$ cat config.mk
export PLATFORM = sky130hd
export DESIGN_NAME = sync_word_detector
export DESIGN_NICKNAME = d
export VERILOG_FILES = /design/src/rtl/sync_word_detector.sv
export SDC_FILE = /design/constraint.sdc
export NUM_CORES = 1
export LEC_CHECK = 0
export ABC_AREA = 1
export BUFFER_PORTS_ARGS = -buffer_cell sky130_fd_sc_hd__buf_2
export CAP_MARGIN = 25
export CORE_MARGIN = 5
export CORE_UTILIZATION = 55
export CTS_CLUSTER_DIAMETER = 120
export DETAILED_ROUTE_END_ITERATION = 7
export PLACE_DENSITY = 0.92
export SYNTH_ARGS = -nofsm -noshare
export SYNTH_HDL_FRONTEND = slang
export SYNTH_SLANG_ARGS = --single-unit
$ cat constraint.sdc
create_clock -name sys_clk -period 2.4 [get_ports sys_clk]
set_input_delay 0.48 -clock sys_clk [delete_from_list [all_inputs] [get_ports sys_clk]]
set_output_delay 0.48 -clock sys_clk [all_outputs]
set_load 0.02 [all_outputs]
$ cat src/rtl/sync_word_detector.sv
// Sync-word framer: classifies each input word against a sync pattern and
// tracks frame alignment with a HUNT/CHECK/LOCKED flywheel.
module sync_word_detector #(
    parameter int unsigned     DW        = 32,
    parameter logic [DW-1:0]   PATTERN   = 32'habadface,
    parameter int unsigned     FRAME_LEN = 8,
    parameter int unsigned     LOCK_N    = 3,
    parameter int unsigned     MISS_N    = 2
) (
    input  logic          sys_clk,
    input  logic          sys_rst_n,
    input  logic          in_valid,
    input  logic [DW-1:0] in_data,
    input  logic          resync,
    output logic          out_valid,
    output logic [DW-1:0] out_data,
    output logic [1:0]    out_code,
    output logic          out_sof,
    output logic          locked,
    output logic          lock_lost
);

    localparam int unsigned HW  = DW / 2;
    localparam int unsigned PW  = (FRAME_LEN > 1) ? $clog2(FRAME_LEN) : 1;
    localparam int unsigned HCW = $clog2(LOCK_N + 1);
    localparam int unsigned MCW = $clog2(MISS_N + 1);

    localparam logic [HW-1:0] HI_MARK = PATTERN[DW-1:HW];
    localparam logic [HW-1:0] LO_MARK = PATTERN[HW-1:0];

    typedef enum logic [1:0] {
        HUNT,
        CHECK,
        LOCKED
    } state_e;

    state_e         state_q;
    logic [PW-1:0]  pos_q;
    logic [HCW-1:0] hits_q;
    logic [MCW-1:0] misses_q;

    logic [1:0]     code_d;
    logic           slot_d;
    logic [PW-1:0]  pos_d;
    logic [HW-1:0]  hi_d;
    logic [HW-1:0]  lo_d;

    always_comb begin
        hi_d   = in_data[DW-1:HW];
        lo_d   = in_data[HW-1:0];
        code_d = 2'b11;
        if (in_data == PATTERN) begin
            code_d = 2'b00;
        end else if ((hi_d == HI_MARK) || (lo_d == HI_MARK)) begin
            code_d = 2'b01;
        end else if ((hi_d == LO_MARK) || (lo_d == LO_MARK)) begin
            code_d = 2'b10;
        end
    end

    always_comb begin
        slot_d = (pos_q == '0);
        if (pos_q == PW'(FRAME_LEN - 1)) begin
            pos_d = '0;
        end else begin
            pos_d = pos_q + 1'b1;
        end
    end

    assign locked = (state_q == LOCKED);

    // resync overrides every FSM action but never touches the output datapath.
    always_ff @(posedge sys_clk or negedge sys_rst_n) begin
        if (!sys_rst_n) begin
            state_q   <= HUNT;
            pos_q     <= '0;
            hits_q    <= '0;
            misses_q  <= '0;
            out_valid <= 1'b0;
            out_data  <= '0;
            out_code  <= '0;
            out_sof   <= 1'b0;
            lock_lost <= 1'b0;
        end else begin
            out_valid <= in_valid;
            out_sof   <= 1'b0;
            lock_lost <= 1'b0;
            if (in_valid) begin
                out_data <= in_data;
                out_code <= code_d;
                out_sof  <= slot_d && (state_q == LOCKED);
            end

            if (resync) begin
                state_q  <= HUNT;
                pos_q    <= '0;
                hits_q   <= '0;
                misses_q <= '0;
            end else if (in_valid) begin
                case (state_q)
                    HUNT: begin
                        if (code_d == 2'b00) begin
                            pos_q  <= PW'(1);
                            hits_q <= HCW'(1);
                            if (LOCK_N == 1) begin
                                state_q  <= LOCKED;
                                misses_q <= '0;
                            end else begin
                                state_q <= CHECK;
                            end
                        end
                    end
                    CHECK: begin
                        pos_q <= pos_d;
                        if (slot_d) begin
                            if (code_d == 2'b00) begin
                                hits_q <= hits_q + 1'b1;
                                if (hits_q == HCW'(LOCK_N - 1)) begin
                                    state_q  <= LOCKED;
                                    misses_q <= '0;
                                end
                            end else begin
                                state_q <= HUNT;
                                hits_q  <= '0;
                            end
                        end
                    end
                    LOCKED: begin
                        pos_q <= pos_d;
                        if (slot_d) begin
                            if (code_d == 2'b00) begin
                                misses_q <= '0;
                            end else if (misses_q == MCW'(MISS_N - 1)) begin
                                state_q   <= HUNT;
                                hits_q    <= '0;
                                misses_q  <= '0;
                                lock_lost <= 1'b1;
                            end else begin
                                misses_q <= misses_q + 1'b1;
                            end
                        end
                    end
                    default: state_q <= HUNT;
                endcase
            end
        end
    end

endmodule

==> metrics.md, run 1 <==
| Metric | Value |
|---|---|
| Later-pin clock latency in the skew report | `slightly below 0.3 ns` |
| Hold crit path type | `input port to async pin` |
| Non-Filler Instances | `436` |
| PwrDens | `approximately 660 nW/um2` |
| Critical Path Sink Type | `flop` |
| Share of the synthesized area in the top cell type | `48.2%` |
| DIE WIDTH | `75.9 um` |
| First-pass GRT wire length | `9.36 mm` |
| WP data required | `2.63 ns` |
| Synth area leader | `dfrtp_1` |
| Row count | `24` |
| Area added between synthesis and finish | `21.6%` |
| Post-synthesis sequential area ratio | `48.2%` |
| Core Region | `4290 um2` |
| Syn Std Cell Area | `2390 um2` |
| CTS Root Buffer Type | `clkbuf_8` |
| Clock buffer count from CTS | `5` |
| Setup total negative slack | `0 ns` |
| Synthesized Nets | `350` |
| Synth unique cells | `25` |
| Post-synthesis register bit count | `46` |
| Slew headroom | `62.7%` |
| Dominant cell by count in the synthesized netlist | `nand2_1` |
| Vias | `2201` |
| Nets | `around 430` |
| Outcome | `finished clean` |
| Finish-stage setup viols | `0` |
| Die Span Y | `75.9 um` |
| Routability cong. | `0.918` |
| Largest net degree at the start of global routing | `47` |
| Peak Freq | `between 600 and 700 MHz` |
| Post-CTS Setup Repair Bufs | `0` |
| Sink Count | `46` |
| Drt first pass iters | `4` |
| Hold buffers post-CTS | `0` |
| Worst Tran Pin Value | `~0.56 ns` |
| Most frequent cells after synthesis | `125 x nand2_1, 46 x dfrtp_1, 26 x inv_1, 20 x nor2_1, 17 x o21ai_0` |
| Grt peak-use layer | `met2` |
| Async set-or-reset flop fraction in the synthesized netlist | `100%` |
| Leak pwr | `between 0.0015 and 0.002 uW` |
| Type of origin of the critical path | `flop` |
| Final worst path period share | `69.4%` |
| Clk slew on worst S/H paths | `0.09 ns` |
| GR Util met3 | `under 10%` |
| Synth Area per Inst | `7.78 um2` |
| Fin crit period | `about 1.7 ns` |
| Top Ports | `74` |
| YS warnings | `0` |
| CTS tree | `yes` |
| Final ANT Viol Nets | `0` |
| Largest cells by area after synthesis | `dfrtp_1 48%, nand2_1 20%, inv_1 4.1%, ha_1 3.7%, o21ai_0 3.6%` |
| RSZ-0062 raised after global routing | `no` |
| Worst path arrival time | `1.90 ns` |
| Via-to-Cell Ratio | `just over 5` |
| GRT overflow | `0` |
| HPWL Detailed | `~4.3 mm` |
| DRT iter0 DRCs | `137` |
| Total GRT Usage | `just under 20%` |
| Fin Clk Skew | `around 0.0018 ns` |
| Hold Fails Final Rpt | `0` |
| Post-synth EDFFs | `0` |
| Reg2Reg Depth | `10` |
| IO buf count | `73` |
| Met2 Resource Use GR | `32.5%` |
| Peak supply drop | `0.286 mV` |
| DP Cell Count | `428` |
| Crit path kind | `flop to flop` |
| CTS resizes | `0` |
| Diodes inserted | `0` |
| Detailed Route WL | `5.44 mm` |
| Longest Clk Path Bufs | `2` |
| DR DRC count | `0` |
| CP Max Fanout | `3` |
| Antenna violations before repair | `0` |
| Die area | `5760 um2` |
| Grt met1 use | `23.3%` |
| Max H-tree Level | `2` |
| Initial core utilization | `55.6%` |
| Main synth FF type | `dfrtp_1` |
| Max Slew Vio Count | `0` |
| Vias in the first global route | `2125` |
| Fraction of layout cells with a size suffix above 1 | `28.9%` |
| DR WL/cell | `12.5 um` |
| Cell count after synthesis | `307` |
| Maxcap violations | `0` |
==> stage by stage <==
stage / total power, uW / cell area, um2 / setup WS, ns / hold WS [ns] / utilization, %
3_3_place_gp: 1430 / 2810 / 0.751 / 0.450 / 65.5
6_report: 1910 / 2910 / 0.734 / 0.245 / 67.7
2_1_floorplan: 1260 / 2390 / 0.815 / 0.184 / -
5_1_grt: 2030 / 2910 / 0.572 / 0.317 / 67.7
3_5_place_dp: 1440 / 2810 / 0.737 / 0.453 / 65.5
4_1_cts: 1920 / 2910 / 0.775 / 0.271 / 67.7
==> cells in the final DEF (no fill, tap or decap) <==
cell type and instances:
nand2_1 125, buf_2 73, dfrtp_1 46, inv_1 26, nor2_1 20, o21ai_0 17
nand3_1 12, nor2_2 7, o21ai_1 7, ha_1 7, clkbuf_8 6, nand2_2 5
nand2_4 4, inv_2 4, a21oi_1 3, nor4_1 3, nand4_1 3, buf_4 3
nor2_8 2, nor2_4 2, nor3_1 2, o22ai_1 1, or2_2 1, o21ai_2 1
nor3_2 1, a21oi_2 1, clkinv_2 1, clkbuf_1 1
==> sequential cells by signal, summed over array words and instances (netlist names) <==
register   count
out_code       2
hits_q         2
out_valid      1
pos_q          3
out_sof        1
misses_q       2
out_data      32
lock_lost      1
state_q        2
==> path summary, 6_finish.rpt <==
| kind | from | to | slack (ns) |
|---|---|---|---|
| worst max register to register | state_q[1] | state_q[1] | 0.73 |
| max in group asynchronous | sys_rst_n | pos_q[1] | 1.76 |
| min in group sys_clk | in_data[31] | out_data[31] | 0.40 |
| worst min register to register | out_data[31] | out_data[31] | 0.47 |
| worst max-delay path | state_q[1] | state_q[1] | 0.73 |
| worst min-delay path | sys_rst_n | out_data[0] | 0.24 |
==> worst max-delay path, stage by stage, from the launching register on <==
cell,delay [ns]
dfrtp_1,0.39
inv_1,0.08
ha_1,0.18
inv_1,0.06
nor2_1,0.16
inv_1,0.10
nor2_1,0.21
nand3_1,0.17
nand4_1,0.14
nand2_1,0.06
nand2_1,0.06
==> power by group <==
| part | switching [uW] | internal, uW |
|---|---|---|
| clock | 249 | 232 |
| combinational | 346 | 181 |
| sequential | 44.5 | 853 |
==> final cells by class <==
cell class	count	area, um2
clock inverters	1	5.00
well taps	52	65.1
multi-input cells	224	1100
repair buffers	76	388
fillers	366	1390
inverters	30	113
clock buffers	7	86.3
flip-flops and latches	46	1150
==> logic make-up after synthesis <==
kind of cell	count (synthesis)	share of synthesized area [%]
flops	46	48.2
buf+inv	37	5.87
fa+ha+maj	7	3.67
simple gates	187	35.6
compound gates	30	6.65
==> layer usage <==
layer	up-vias	part of all wire, %
met5	-	0
met4	0	1.3
met3	9	7.6
met2	78	48
met1	1006	43
li1	1108	-
(Power assumes the default switching activity.)
==> run 2: changes to the inputs <==
Settings changed: CORE_UTILIZATION 55 to 46, PLACE_DENSITY 0.92 to 0.83.
Clock period 2.4 ns to 1.4 ns, I/O delays scaled along.
==> run 2 against run 1 <==
Against the previous run:
- the flow now finishes with violations (setup timing)
- via count grew 2.8%
- non-clock buffer count grew 23
- cell count grew 9.4%
- sequential power grew 72%
- clock skew grew 0.0056 ns
- sequential share of layout area shrank 4.1 points
- count of clock-buffer cells in the layout is the same
- core utilization shrank 3.8 points
- critical path type unchanged
- wire length grew 7.8%
- register-to-register slack lost 0.83 ns
- largest power group unchanged
- combinational power grew 120%
- largest cell class is now multi-input gates
- setup slack lost 0.83 ns
==> metrics.md, run 2 (synthesis gave the netlist of run 1 again) <==
| Metric | Value |
|---|---|
| Outcome | `finished with violations` |
| Failing checks | `setup timing` |
| Area added between synthesis and finish | `35.6%` |
| Initial core utilization | `47.1%` |
| Sequential power share | `42.9%` |
| Worst setup path start | `state_q[0]` |
| Antenna violations before repair | `0` |
| Crit-path max cell delay | `between 0.4 and 0.5 ns` |
| Cell Chain, Critical Path | `buf_6, ha_4, inv_4, nor2_4, nand2_2, nand2_4, nor2_4, inv_2, a21oi_4, nand4_1, nand2_1` |
| Worst setup margin | `-0.0934 ns` |
| Diodes inserted | `0` |
| Crit path kind | `flop to flop` |
| Non-Filler Instances | `477` |
| Hold Crit Start | `in_data[31]` |
| DRT iter0 DRCs | `125` |
| Hold crit path type | `input port to flop` |
| Fraction of layout cells with a size suffix above 1 | `between 30% and 40%` |
| Largest net degree at the start of global routing | `45` |
| Filler cells | `approximately 460` |
| Clk slew on worst S/H paths | `0.08 ns` |
| DP Cell Count | `466` |
| Crit Reg-Reg Endpoint | `state_q[1]` |
| Via-to-Cell Ratio | `roughly 4.7` |
| PwrDens | `1110 nW/um2` |
| Later-pin clock latency in the skew report | `0.30 ns` |
| Core Region | `5070 um2` |
| GRT overflow | `0` |
| Type of origin of the critical path | `flop` |
| Longest Clk Path Bufs | `2` |
| Routability cong. | `around 0.9` |
| Max Slew Vio Count | `0` |
| Largest register FFs | `32` |
| Leak pwr | `0.00178 uW` |
| Combinational fraction of design power | `32.5%` |
| Vias | `2263` |
| Detailed Route WL | `5.87 mm` |
| CP top delay family | `simple AND/OR/NAND/NOR gates` |
| Slowest-stage cell, CP | `dfrtp_1` |
| RSZ-0062 raised after global routing | `yes` |
| Max H-tree Level | `2` |
| Die area | `6730 um2` |
| Largest regs | `out_data: 32 flops, pos_q: 3 flops` |
| CP Max Fanout | `3` |
| Final ANT Viol Nets | `0` |
| Final worst path period share | `107%` |
| Clock buffer count from CTS | `5` |
| Hold Path Depth | `3` |
| Peak supply drop | `roughly 0.54 mV` |
| Reg2Reg Depth | `11` |
| Die Span Y | `82.1 um` |
| IO buf count | `73` |
| Most flops, register | `out_data` |
| Drt first pass iters | `4` |
| DR DRC count | `0` |
| CTS Root Buffer Type | `clkbuf_8` |
| Critical Path Sink Type | `flop` |
| Vias in the first global route | `2196` |
| Net Sw Frac | `about a third` |
| CTS tree | `yes` |
| Worst path arrival time | `1.73 ns` |
| Clk pwr share | `24.6%` |
| Finish-stage setup viols | `10` |
| Cell-internal power | `2380 uW` |
| Worst Tran Pin Value | `between 0.3 and 0.4 ns` |
| Commonest non-fill, non-tap cells in the layout | `121 x nand2_1, 72 x buf_2, 46 x dfrtp_1, 22 x buf_4, 20 x inv_1` |
| Maxcap violations | `0` |
| Most common cell after layout, fill and taps aside | `nand2_1` |
| WHS | `0.196 ns` |
| Reg2reg setup slack | `-0.09 ns` |
| Total GRT Usage | `around 18%` |
| Critical path depth | `11` |
| Fin crit period | `between 1 and 1.5 ns` |
| First-pass GRT wire length | `9.58 mm` |
| Setup total negative slack | `-0.737 ns` |
| Nets | `about 450` |
| CP Buf/Inv Count | `3` |
| Top Ports | `74` |
| Psw | `1210 uW` |
| WP data required | `about 1.6 ns` |
| Util after Layout | `between 60% and 70%` |
| HPWL Detailed | `4.53 mm` |
| Hold Path Sink | `out_data[31]` |
| Fin Clk Skew | `0.00744 ns` |
| DR WL/cell | `12.3 um` |
| DIE WIDTH | `82.1 um` |
| Hold Fails Final Rpt | `0` |
| Slew headroom | `about three quarters` |
| R2R Path Start | `state_q[0]` |
| Crit path top cell by count | `nor2_4` |
| Row count | `26` |
| Peak Freq | `about 670 MHz` |
| Sink Count | `46` |
## run 2: cell count changes in the layout (fill, tap and decap cells not counted), moves of 3 or more
cell	change
buf_4	+19
inv_2	+4
nor2_1	-3
nor2_4	+4
nand2_2	+3
inv_1	-6
buf_6	+3
nand2_1	-4
## run 2: area by class of cell
| type | instances | area, um2 | share of cell area [%] |
|---|---|---|---|
| inverter | 30 | 118 | 3.63 |
| clock inverter | 1 | 8.76 | 0.270 |
| sequential | 46 | 1150 | 35.5 |
| timing repair buffer | 99 | 589 | 18.2 |
| tap | 70 | 87.6 | 2.70 |
| clock buffer | 7 | 96.3 | 2.97 |
| multi-input combinational | 224 | 1190 | 36.7 |
## run 2: worst max-delay path by stage
stage | to | slack, ns
after detailed placement | state_q[0] | -0.16
after CTS | state_q[0] | -0.08
after global placement | state_q[1] | -0.06
after floorplan | hits_q[0] | 0.01
after global routing | state_q[1] | -0.20
final | state_q[1] | -0.09
## run 2: tightest hold or removal path, cell delays in order
cell and delay (ns):
buf_2 0.09, nand2_1 0.04, nand2_1 0.05
## run 2: power groups by stage
| stage | Sequential (uW) | Clock (uW) | Combinational, uW |
|---|---|---|---|
| after floorplan | 1670 | 0 | 517 |
| after global placement | 1560 | 0 | 988 |
| after detailed placement | 1560 | 0 | 1020 |
| after CTS | 1540 | 907 | 1060 |
| after global routing | 1550 | 971 | 1290 |
| final | 1540 | 883 | 1170 |
## run 2: what timing repair did
action / in CTS / in global routing
hold endpoints to repair: 13 / 0
endpoints found under the setup margin: 10 / 11
hold buffers: 1 / 0
cloned: 0 / 0
setup buffers: 0 / 2
pin swaps: 12 / 6
gates resized for setup: 14 / 11
## run 2: per-stage QoR
stage / instance area (um2) / setup slack (ns) / total power [uW]
final: 3240 / -0.0934 / 3590
after detailed placement: 3020 / -0.161 / 2580
after CTS: 3180 / -0.0796 / 3500
after floorplan: 2410 / 0.0146 / 2180
after global routing: 3240 / -0.204 / 3810
after global placement: 3020 / -0.0611 / 2540
## run 2: layer usage
| metal | wire (um) | track usage (%) |
|---|---|---|
| met3 | 366 | 4.93 |
| met2 | 2920 | 31.3 |
| met4 | 80 | 5.32 |
| met1 | 2510 | 22.8 |
| met5 | 0 | 0 |
